**config.mk**
```make
export PLATFORM = sky130hd
export DESIGN_NAME = mem_access_ctrl
export DESIGN_NICKNAME = d
export VERILOG_FILES = /design/src/rtl/mem_access_ctrl.sv
export SDC_FILE = /design/constraint.sdc
export NUM_CORES = 1
export LEC_CHECK = 0
export BUFFER_PORTS_ARGS = -buffer_cell sky130_fd_sc_hd__buf_4
export CAP_MARGIN = 20
export CORE_MARGIN = 3
export CORE_UTILIZATION = 55
export CTS_BUF_LIST = sky130_fd_sc_hd__clkbuf_2 sky130_fd_sc_hd__clkbuf_4 sky130_fd_sc_hd__clkbuf_8
export DETAILED_ROUTE_END_ITERATION = 8
export MAX_ROUTING_LAYER = met4
export PLACE_DENSITY = 0.88
export SLEW_MARGIN = 20
export SYNTH_ARGS = -nofsm -noshare
export SYNTH_HDL_FRONTEND = slang
export SYNTH_SLANG_ARGS = --single-unit
```
**constraint.sdc**
```tcl
create_clock -name clk -period 3 [get_ports clk]
set_input_delay 0.45 -clock clk [delete_from_list [all_inputs] [get_ports clk]]
set_output_delay 0.45 -clock clk [all_outputs]
set_load 0.02 [all_outputs]
```
**src/rtl/mem_access_ctrl.sv**
```systemverilog
// ============================================================================
// Module      : mem_access_ctrl
// Description : MEM-stage controller that splits 32-bit loads and stores into
//               two wait-stated 16-bit SRAM accesses, stalling via ready.
// Revision    : 1.0 - initial release
// ============================================================================
`default_nettype none

module mem_access_ctrl #(
    parameter int WAIT_CYCLES = 2,
    parameter int BASE_ADDR   = 1024,
    parameter int ADDR_W      = 18
) (
    input  logic              clk,
    input  logic              rst,
    input  logic              wr_en,
    input  logic              rd_en,
    input  logic [31:0]       address,
    input  logic [31:0]       wdata,
    output logic [31:0]       rdata,
    output logic              ready,
    output logic [ADDR_W-1:0] sram_addr,
    output logic [15:0]       sram_wdata,
    input  logic [15:0]       sram_rdata,
    output logic              sram_we_n,
    output logic              sram_oe_n
);

    localparam int CNT_W = (WAIT_CYCLES > 1) ? $clog2(WAIT_CYCLES) : 1;

    typedef enum logic [1:0] {
        IDLE = 2'd0,
        LOW  = 2'd1,
        HIGH = 2'd2,
        DONE = 2'd3
    } state_t;

    state_t             r_state;
    state_t             w_next;
    logic [CNT_W-1:0]   r_cnt;
    logic               r_is_wr;
    logic [ADDR_W-2:0]  r_word;
    logic [31:0]        r_wdata;
    logic [15:0]        r_low_buf;
    logic [31:0]        r_rdata;

    logic               w_req;
    logic               w_last;
    logic [31:0]        w_diff;
    logic               w_unused;

    assign w_req    = wr_en | rd_en;
    assign w_last   = (r_cnt == CNT_W'(WAIT_CYCLES - 1));
    // Word index is the modular offset from BASE_ADDR; only the bits that
    // reach the SRAM address are kept.
    assign w_diff   = address - 32'(BASE_ADDR);
    assign w_unused = ^{w_diff[31:ADDR_W+1], w_diff[1:0]};

    always_comb begin
        w_next = r_state;
        case (r_state)
            IDLE:    if (w_req)  w_next = LOW;
            LOW:     if (w_last) w_next = HIGH;
            HIGH:    if (w_last) w_next = DONE;
            DONE:    w_next = IDLE;
            default: w_next = IDLE;
        endcase
    end

    always_ff @(posedge clk) begin
        if (rst) begin
            r_state   <= IDLE;
            r_cnt     <= '0;
            r_is_wr   <= 1'b0;
            r_word    <= '0;
            r_wdata   <= '0;
            r_low_buf <= '0;
            r_rdata   <= '0;
        end else begin
            r_state <= w_next;
            case (r_state)
                IDLE: begin
                    r_cnt <= '0;
                    if (w_req) begin
                        r_is_wr <= wr_en;
                        r_word  <= w_diff[ADDR_W:2];
                        r_wdata <= wdata;
                    end
                end
                LOW: begin
                    if (w_last) begin
                        r_cnt <= '0;
                        if (!r_is_wr) r_low_buf <= sram_rdata;
                    end else begin
                        r_cnt <= r_cnt + CNT_W'(1);
                    end
                end
                HIGH: begin
                    if (w_last) begin
                        r_cnt <= '0;
                        if (!r_is_wr) r_rdata <= {sram_rdata, r_low_buf};
                    end else begin
                        r_cnt <= r_cnt + CNT_W'(1);
                    end
                end
                default: r_cnt <= '0;
            endcase
        end
    end

    assign ready = (r_state == DONE) || ((r_state == IDLE) && !w_req);
    assign rdata = r_rdata;

    always_comb begin
        sram_addr  = '0;
        sram_wdata = '0;
        sram_we_n  = 1'b1;
        sram_oe_n  = 1'b1;
        if ((r_state == LOW) || (r_state == HIGH)) begin
            sram_addr  = {r_word, (r_state == HIGH)};
            sram_wdata = (r_state == HIGH) ? r_wdata[31:16] : r_wdata[15:0];
            sram_we_n  = !r_is_wr;
            sram_oe_n  = r_is_wr;
        end
    end

endmodule

`default_nettype wire

```
**Word level (Yosys, flattened, before mapping)**

Index checks and enable logic that the tools add are counted.

- Register bits: 101
- Latch bits: 0
- Memory bits (writable): 0
- Bits in read-only memories: 0
- Input bits: 84
- Output and inout port bits: 69
- Word-level logic and storage cells: 39
- Memories: 0

- Add/subtract/negate cells: 2
- Multipliers: 0
- Div/mod/pow operators: 0
- Order comparisons: 0
- Equal/unequal tests: 6
- Shifts and indexed selects: 0
- Mux-type cells: 9
- Bitwise gates (word level): 3
- Reductions and logical operators: 12

Operators by type and width:

| kind | count |
|---|---|
| 16-bit 2-to-1 mux | 2 |
| 19-bit by 11-bit subtractor with 19-bit output, second input constant | 1 |
| 18-bit 2-to-1 mux | 1 |
| 3-bit AND reduction | 3 |
| 2-bit one-hot mux with 4 select lines | 1 |
| 2-bit 2-to-1 mux | 3 |
| 2-bit != test, second input constant | 3 |
| 2-bit equality test, second input constant | 2 |
| 3-bit OR reduction | 1 |
| 2-bit by 1-bit equality test with 1-bit output, second input constant | 1 |
| 1-bit zero test | 2 |
| 2-bit zero test | 1 |
| 1-bit logical OR | 2 |
| 1-bit 2-to-1 mux | 2 |
| 1-bit inverter | 2 |
| 2-bit AND reduction | 1 |
| 2-bit OR reduction | 1 |
| 1-bit adder, second input constant | 1 |
| 1-bit logical AND | 1 |
| 1-bit OR | 1 |

**Longest topological paths before layout**

Gate-level depths: netlist (run 1).

- Word-level depth: 4
- Mapped depth: 7
- Depth with buffers taken out: 5

**Least setup slack after synthesis (run 1)**

Ideal clock, no wire load.

- Path kind: reg-to-output
- Start: register r_state[0]
- End: output port sram_wdata[10]
- Data arrival time: 1658 ps
- Setup slack: 892 ps
- Cell stages (with the launch flop): 7
- Path through: dfxtp_1 inv_1 ha_1 buf_2 buf_2 mux2i_1 nor2b_1

- Longest elaborated chain between the ends: 3
- Elaborated cells between the ends (all ways): 5

RTL lines:

| what | line | text |
|---|---|---|
| start: declaration | 38 | `state_t r_state;` |
| start signal: assignment | 80 | `r_state <= w_next;` |
| 2-bit equality test / 2-bit by 1-bit equality test with 1-bit output (equally long branches) | 119, 121 |  |
| 16-bit 2-to-1 mux / 1-bit logical OR (equally long branches) | 121, 119 |  |
| 16-bit 2-to-1 mux * | 119 | `if ((r_state == LOW) \|\| (r_state == HIGH)) begin` |
| end: declaration | 23 | `output logic [15:0] sram_wdata,` |

Every way passes the cells marked *; elsewhere a longest branch is shown, timed or not.

**Final worst setup path (run 1)**

- Start: register r_state[0]
- End: output port sram_wdata[0]

The elaborated chain is that of the path after synthesis.

==> metrics.cfg, run 1 <==
[sta]
clock_skew_ns = 0.01265
tightest_slew_ns = 0.9128
fin_crit_sh_pct = 87.31
tns_ns = 0
hold_viol = 0
fmax_mhz = 381.8
layout_min_cycle_time_ns = 2.619
setup_viol = 0
maxSlewViolCount = 0
maxSlewHeadroom_pct = 38.59
rsz0062_at_grt = false

[setup_path]
path_cells = inv_1 > ha_1 > buf_4 > nor2b_1 > buf_4
critPathLaunchType = flip-flop
critPathKind = flip-flop to primary output
critPathTopFamily = adder cells
critPathMaxStageDelay_ns = 0.70
path_buf_inv = 3
cp.required_ns = 2.55
slowest_stage = ha_1
r2r_setup_slack_ns = 0.95
cp.arrival_ns = 2.17
worstSetupEndpointType = primary output
path_max_fanout = 21
cpMostUsedCell = buf_4

[synth]
syn_nets = 605
yosys.area.top_type = dfxtp_1
ys_types = 32
synthSimpleGateAreaFrac_pct = 26.11
avgSynthCellArea_um2 = 7.895
synth-seq-area-share_pct = 49.63
synth_area_um2 = 4074
synth_mux_area_share_pct = 3.931
synthTopCellsByArea = dfxtp_1 50%, nand2_1 16%, a21oi_1 11%
synth_cells = 516
synth_compound_area_share_pct = 14.28
synth_top_family_by_area = simple AND/OR/NAND/NOR gates
synth_top_cell_area_share_pct = 49.63
synth_seq_cells = 101
ys_warn_count = 0
synth_xor_area_share_pct = 0.6450
synthAdderAreaFrac_pct = 1.536

[clocking]
cts-resized-gates = 0
cts_tree = yes
htree_levels = 3
cts_setup_buffers = 0
clkTransAtPathRegs_ns = 0.10
cts_sinks = 101
cts_buffers = 9
clock_path_buffers = 2
insertion_delay_ns = 0.36
holdBufCountCts = 0
clockRootBuffer = clkbuf_8

[grt]
track_usage_pct = 24.09
grt_pass1_wl_um = 16180
grt_pass1_vias = 3477
overflow = 0
antenna_found_initial = 0
grt_max_degree = 61

[route]
via_per_inst = 5.162
antenna_left = 0
vias = 3794
drt_iter0_drc = 219
route.detailed.drc = 0
wl_per_cell_um = 13.76
routed_wl_um = 10110
drtPass1Iterations = 4

[place]
place_area_um2 = 5145
place.gp.congestion = 0.8126
port_buffers = 137
dpl.hpwl_um = 7035

[cells_and_area]
regArea_um2 = 2022
fin_util_pct = 76.61
drive_gt1_share_pct = 25.82
multi_input_area_um2 = 1908
nets = 723
final_cell_area_um2 = 5349
n_fill_cell = 527
antenna_cells_inserted = 0
area_growth_pct = 31.30

[run]
drv_cap = 0

[floorplan]
core_um2 = 6982
io_pins = 153
chipHeight_um = 92.07
die-width_um = 92.07
start_util_pct = 58.35
rows = 30
design.die.area_um2 = 8476

[pwr]
vdd_drop_max_mv = 0.5122
total_power_uw = 3873
leakage_uw = 0.002176
p_per_area_nw_per_um2 = 724.0

[outcome]
status = finished, final reports clean

[worst_hold_path]
hp-class = input pin to flip-flop

where the power goes:
part           internal [µW]  switching (µW)  total, µW
sequential              1560             123       1690
clock                    395             481        875
combinational            533             777       1310
metal layers:
layer | track usage (%) | up-vias | part of all wire, %
li1 | - | 1926 | -
met1 | 28.99 | 1735 | 41
met2 | 39.60 | 118 | 50
met3 | 6.071 | 15 | 6.6
met4 | 8.045 | 0 | 1.7
met5 | - | - | 0
area by class of cell:
class	count	share of cell area, %
Clock buffer	9	2.316
Clock inverter	7	1.474
Inverter	4	0.2807
Multi-Input combinational cell	374	35.67
Sequential cell	101	37.80
Tap cell	96	2.246
Timing Repair Buffer	144	20.21
final timing paths:
check / startpoint / end / cells past startpoint
max: r_state[0] / sram_wdata[0] / 5
min: address[10] / r_word[8] / 2
max reg2reg: r_state[0] / r_word[5] / 6
min reg2reg: r_low_buf[15] / rdata[15] / 2
stage by stage:
stage	hold WS, ns	instances	setup slack (ns)
2_1_floorplan	0.4317	516	0.8924
3_3_place_gp	0.4349	719	0.8834
3_5_place_dp	0.4458	719	0.8084
4_1_cts	0.3020	735	0.4003
5_1_grt	0.3095	735	0.2376
6_report	0.3118	735	0.3808
flip-flops by register name, summed over array words and instances, names as in the netlist:
| name | count |
|---|---|
| r_word | 17 |
| r_cnt | 1 |
| rdata | 32 |
| r_low_buf | 16 |
| r_state | 2 |
| r_is_wr | 1 |
| r_wdata | 32 |
cell usage after synthesis:
library cell  instances
nand2_1             179
dfxtp_1             101
a21oi_1              91
clkbuf_1             31
and2_1               17
mux2i_1              16
nor2b_1              16
a211oi_1              9
nor2_1                8
ha_1                  5
nor3b_1               5
inv_1                 4
buf_1                 3
buf_2                 3
o21bai_1              3
xnor2_1               3
and3b_1               2
nand2b_1              2
nand3b_1              2
nand4_1               2
nor3_1                2
nor4_1                2
a21o_1                1
a311oi_1              1
and4_2                1
nand3_1               1
o21a_1                1
o21ai_1               1
o31ai_1               1
or3_1                 1
or3b_2                1
or4_1                 1
layout by cell type (no fill, tap or decap):
cell type   instances
a211oi_1            9
a21o_1              1
a21oi_1            91
a311oi_1            1
and2_1             17
and3b_1             1
and3b_2             1
and4_2              1
buf_4             144
bufinv_16           1
clkbuf_8            9
clkinvlp_4          3
dfxtp_1           101
ha_1                5
inv_1               4
inv_6               3
mux2i_1            16
nand2_1           179
nand2b_1            2
nand3_1             1
nand3b_1            2
nand4_1             2
nor2_1              8
nor2b_1            16
nor3_1              2
nor3b_1             5
nor4_1              2
o21a_2              1
o21ai_4             1
o21bai_1            3
o31ai_1             1
or3_1               1
or3b_2              1
or4_1               1
xnor2_1             3
logic make-up after synthesis:
family	Yosys count
multiplexers	16
AND/OR/NAND/NOR	242
AO/OA/AOI/OAI	108
XOR/XNOR	3
adder cells (fa/ha/maj)	5
flip-flops	101
buffers and inverters	41
Power figures use the tool's default switching activity.
==> run 2, diff against run 1 <==
==> constraint.sdc (replaced) <==
create_clock -name clk -period 3 [get_ports clk]
set_input_delay 0.45 -clock clk [delete_from_list [all_inputs] [get_ports clk]]
set_output_delay 0.45 -clock clk [all_outputs]
set_load 0.005 [all_outputs]
==> run 2 against run 1 <==
Effect of this change:
- first-iteration DRC count rose by 1.8%
- highest routed layer unchanged
- largest power group unchanged
- non-clock buffer count did not move
- final cell count did not move
- total power fell by 5.2%
- worst hold slack improved by 0.0031 ns
- largest cell class unchanged
- combinational power fell by 11%
- via count rose by 0.53%
- clock-buffer cell count did not move
- register-to-register slack barely moved
- global-route usage rose by 0.39 points
==> metrics.cfg, run 2 (synthesis results as in run 1) <==
[setup_path]
r2r_cells = 6
cp.arrival_ns = 2.12
r2r_setup_slack_ns = 0.94
critPathLaunchType = flip-flop
critPathMaxStageDelay_ns = 0.66
slowest_stage = ha_1
cp.required_ns = 2.55
cpMostUsedCell = buf_4
worstSetupEndpointType = primary output
path_cells = inv_1 > ha_1 > buf_4 > nor2b_1 > buf_4
critPathKind = flip-flop to primary output
path_max_fanout = 21

[sta]
layout_min_cycle_time_ns = 2.573
setup_viol = 0
tns_ns = 0
clock_skew_ns = 0.01047
rsz0062_at_grt = false
maxSlewViolCount = 0
fmax_mhz = 388.7
fin_crit_sh_pct = 85.76
maxSlewHeadroom_pct = 39.45
fin_hold_ws_ns = 0.3149
hold_viol = 0
tightest_slew_ns = 0.8999

[grt]
grt_max_degree = 61
overflow = 0
grt_pass1_wl_um = 16730
grt_pass1_vias = 3663
antenna_found_initial = 0
track_usage_pct = 24.49

[route]
drtPass1Iterations = 4
vias = 3814
antenna_left = 0
wl_per_cell_um = 13.94
routed_wl_um = 10250
drt_iter0_drc = 223
via_per_inst = 5.189
route.detailed.drc = 0

[cells_and_area]
final_cells = 735
final_cell_mix = 179 x nand2_1, 144 x buf_4, 101 x dfxtp_1, 91 x a21oi_1, 17 x and2_1
final_common_cell = nand2_1
final_cell_area_um2 = 5334
nets = 723
fin_util_pct = 76.40
drive_gt1_share_pct = 25.82
antenna_cells_inserted = 0
area_growth_pct = 30.93

[clocking]
htree_levels = 3
cts_sinks = 101
insertion_delay_ns = 0.35
holdBufCountCts = 0
cts-resized-gates = 0
clkTransAtPathRegs_ns = 0.10
cts_tree = yes
clock_path_buffers = 2
cts_setup_buffers = 0
clockRootBuffer = clkbuf_8
cts_buffers = 9

[pwr]
p_per_area_nw_per_um2 = 688.4
leakage_uw = 0.002173
vdd_drop_max_mv = 0.4626

[place]
port_buffers = 137
dp.cells = 719
place.gp.congestion = 0.8315
place_area_um2 = 5145
dpl.hpwl_um = 7150

[floorplan]
io_pins = 153
start_util_pct = 58.35
chipHeight_um = 92.07
rows = 30
die-width_um = 92.07
design.die.area_um2 = 8476
core_um2 = 6982

[outcome]
status = finished, final reports clean

[worst_hold_path]
hp-class = input pin to flip-flop
hold-path-cell-count = 2

[run]
drv_cap = 0

-- run 2: cell count changes in the layout (fill, tap and decap cells not counted), sizes merged --
cell / previous run / this run
inv: 7 / 8
clkinvlp: 3 / 2
clkinv: 0 / 1
bufinv: 1 / 0
-- run 2: layer usage --
| layer | GRT usage (%) | share of wire [%] | vias to the layer above |
|---|---|---|---|
| met5 | - | 0 | - |
| met4 | 8.416 | 1.7 | 0 |
| met3 | 4.348 | 5.3 | 14 |
| met2 | 41.36 | 51 | 111 |
| met1 | 29.55 | 42 | 1762 |
| li1 | - | - | 1927 |
-- run 2: worst paths after layout --
check / end / startpoint
setup reg to reg: r_wdata[12] / r_state[1]
hold reg to reg: rdata[7] / r_low_buf[7]
hold / removal: r_word[8] / address[10]
setup / recovery: sram_wdata[1] / r_state[0]
-- run 2: critical path: cells and delay by family, from the launching register on --
| kind | cells | cell delay (ns) |
|---|---|---|
| fa+ha+maj | 1 | 0.66 |
| buf+inv | 3 | 0.53 |
| flops | 1 | 0.40 |
| simple gates | 1 | 0.18 |
-- run 2: report_power, final --
part / internal (µW) / leakage [µW] / switching [µW]
Combinational: 525 / 0.00126 / 642
Sequential: 1560 / 0.000824 / 123
Clock: 321 / 0.0000903 / 497
Total: 2410 / 0.00217 / 1260
-- run 2: area by class of cell --
cell class,instances,area [µm²]
clock buffers,9,123.9
repair buffers,144,1081
inverters,4,15.01
flip-flops and latches,101,2022
clock inverters,7,63.81
multi-input cells,374,1908
well taps,96,120.1
fillers,537,1648
-- run 2: per-stage QoR --
step                      power (µW)  setup WS, ns
after CTS                       3686        0.4288
after global placement          2828        0.9070
final                           3672        0.4271
after detailed placement        2880        0.8393
after global routing            3904        0.2908
after floorplan                 2415         1.196
==> run 3, diff against run 2 <==
--- a/config.mk
+++ b/config.mk
@@ -8,12 +8,12 @@
 export BUFFER_PORTS_ARGS = -buffer_cell sky130_fd_sc_hd__buf_4
 export CAP_MARGIN = 20
 export CORE_MARGIN = 3
-export CORE_UTILIZATION = 55
+export CORE_UTILIZATION = 32
 export CTS_BUF_LIST = sky130_fd_sc_hd__clkbuf_2 sky130_fd_sc_hd__clkbuf_4 sky130_fd_sc_hd__clkbuf_8
 export DETAILED_ROUTE_END_ITERATION = 8
+export GPL_TIMING_DRIVEN = 0
 export MAX_ROUTING_LAYER = met4
-export PLACE_DENSITY = 0.88
-export SLEW_MARGIN = 20
+export SLEW_MARGIN = 15
 export SYNTH_ARGS = -nofsm -noshare
 export SYNTH_HDL_FRONTEND = slang
 export SYNTH_SLANG_ARGS = --single-unit
==> run 3 against run 2 <==
Effect of this change:
- register-to-register slack improved by 0.15 ns
- global-route usage decreased by 8.0 points
- fmax decreased by 2.4%
- sequential share of layout area decreased by 1.2 points
- first-iteration DRC count decreased by 16%
- clock skew about the same
- sequential cell count unchanged
- clock-buffer cell count unchanged
- non-clock buffer count increased by 29
- critical path type unchanged
==> metrics.cfg, run 3 (synthesis results as in run 1) <==
[outcome]
status = finished, final reports clean

[setup_path]
worstSetupEndpointType = primary output
path_max_fanout = 10
cp.required_ns = 2.55
cp.arrival_ns = 2.19
critPathLaunchType = flip-flop
critPathKind = flip-flop to primary output

[cells_and_area]
drive_gt1_share_pct = 23.50
final_cell_mix = 179 x nand2_1, 136 x buf_4, 101 x dfxtp_1, 91 x a21oi_1, 31 x clkbuf_1
regArea_um2 = 2022
final_cells = 836
area_growth_pct = 35.23
multi_input_area_um2 = 1894
antenna_cells_inserted = 0
nets = 752
n_fill_cell = 1273
final_common_cell = nand2_1

[sta]
maxSlewHeadroom_pct = 46.42
hold_viol = 0
rsz0062_at_grt = false
fmax_mhz = 379.2
fin_hold_ws_ns = 0.3146
maxSlewViolCount = 0
fin_crit_sh_pct = 87.90
setup_viol = 0
clock_skew_ns = 0.01031
tns_ns = 0
setup_ws_ns = 0.3630
layout_min_cycle_time_ns = 2.637
tightest_slew_ns = 0.7964

[floorplan]
io_pins = 153
core_um2 = 12210
start_util_pct = 33.36
die-width_um = 118.8
rows = 40
design.die.area_um2 = 14120
chipHeight_um = 118.8

[grt]
overflow = 0
grt_max_degree = 19
grt_pass1_wl_um = 18550
grt_pass1_vias = 3789
track_usage_pct = 16.53
antenna_found_initial = 0

[run]
drv_cap = 0

[clocking]
clockRootBuffer = clkbuf_8
cts-resized-gates = 0
cts_buffers = 9
cts_setup_buffers = 0
htree_levels = 3
cts_sinks = 101
clock_path_buffers = 2
holdBufCountCts = 0
insertion_delay_ns = 0.35
clkTransAtPathRegs_ns = 0.10
cts_tree = yes

[route]
routed_wl_um = 11580
antenna_left = 0
drt_iter0_drc = 188
wl_per_cell_um = 13.86
via_per_inst = 4.618
route.detailed.drc = 0
drtPass1Iterations = 4
vias = 3861

[pwr]
combPwrFrac_pct = 32.0
vdd_drop_max_mv = 0.2764
seqPwrFrac_pct = 44.6
sw_frac_of_total_pct = 34.11
p_int_uw = 2490
p_per_area_nw_per_um2 = 686.0
total_power_uw = 3779
power_switching_uw = 1289
leakage_uw = 0.002199
clock_power_share_pct = 23.4

[place]
dp.cells = 820
port_buffers = 136
place.gp.congestion = 0.7972
dpl.hpwl_um = 8911
dp_slack_ns = 0.7486

[worst_hold_path]
hp-class = input pin to flip-flop

==> run 3: cell count changes in the layout (fill, tap and decap cells not counted), sizes merged <==
| cell | change |
|---|---|
| clkinv | +1 |
| clkbuf | +31 |
| buf | -2 |
| clkinvlp | -1 |
| inv | -1 |
| bufinv | +1 |
==> run 3: area by class of cell <==
cell class              instances  area share (%)
repair buffers                136           18.53
multi-input cells             374           34.39
inverters                       4          0.2725
flip-flops and latches        101           36.70
clock buffers                   9           2.248
plain buffers                  37           2.589
clock inverters                 7           1.454
well taps                     168           3.816
==> run 3: metrics by stage <==
stage	utilization [%]	area [µm²]
4_1_cts	45.11	5509
3_5_place_dp	43.44	5305
6_report	45.11	5509
2_1_floorplan	-	4074
3_3_place_gp	43.44	5305
5_1_grt	45.11	5509
==> run 3: critical path, cell delays in order (launching register included) <==
cell and delay (ns):
dfxtp_1 0.40, inv_1 0.08, ha_1 0.27, clkbuf_1 0.31
clkbuf_1 0.38, nor2b_1 0.25, buf_4 0.14
==> run 3: path summary, 6_finish.rpt <==
kind	startpoint	to	slack (ns)	cells past startpoint
setup reg to reg	r_state[0]	r_wdata[7]	1.09	6
hold / removal	address[10]	r_word[8]	0.31	2
hold reg to reg	r_low_buf[7]	rdata[7]	0.45	2
setup / recovery	r_state[0]	sram_wdata[5]	0.36	6
==> run 3: routing by layer <==
layer | routed length (µm) | global-route usage (%)
met2 | 5378 | 26.29
met1 | 5313 | 21.00
met5 | 0 | -
met3 | 852 | 5.271
met4 | 38 | 2.896
==> run 3: power by group through the flow <==
| stage | logic (µW) | registers (µW) | clock network, µW |
|---|---|---|---|
| floorplan | 733 | 1680 | 0 |
| global placement | 1210 | 1710 | 0 |
| detailed placement | 1230 | 1720 | 0 |
| CTS | 1240 | 1690 | 913 |
| global route | 1360 | 1710 | 961 |
| finish | 1210 | 1690 | 883 |
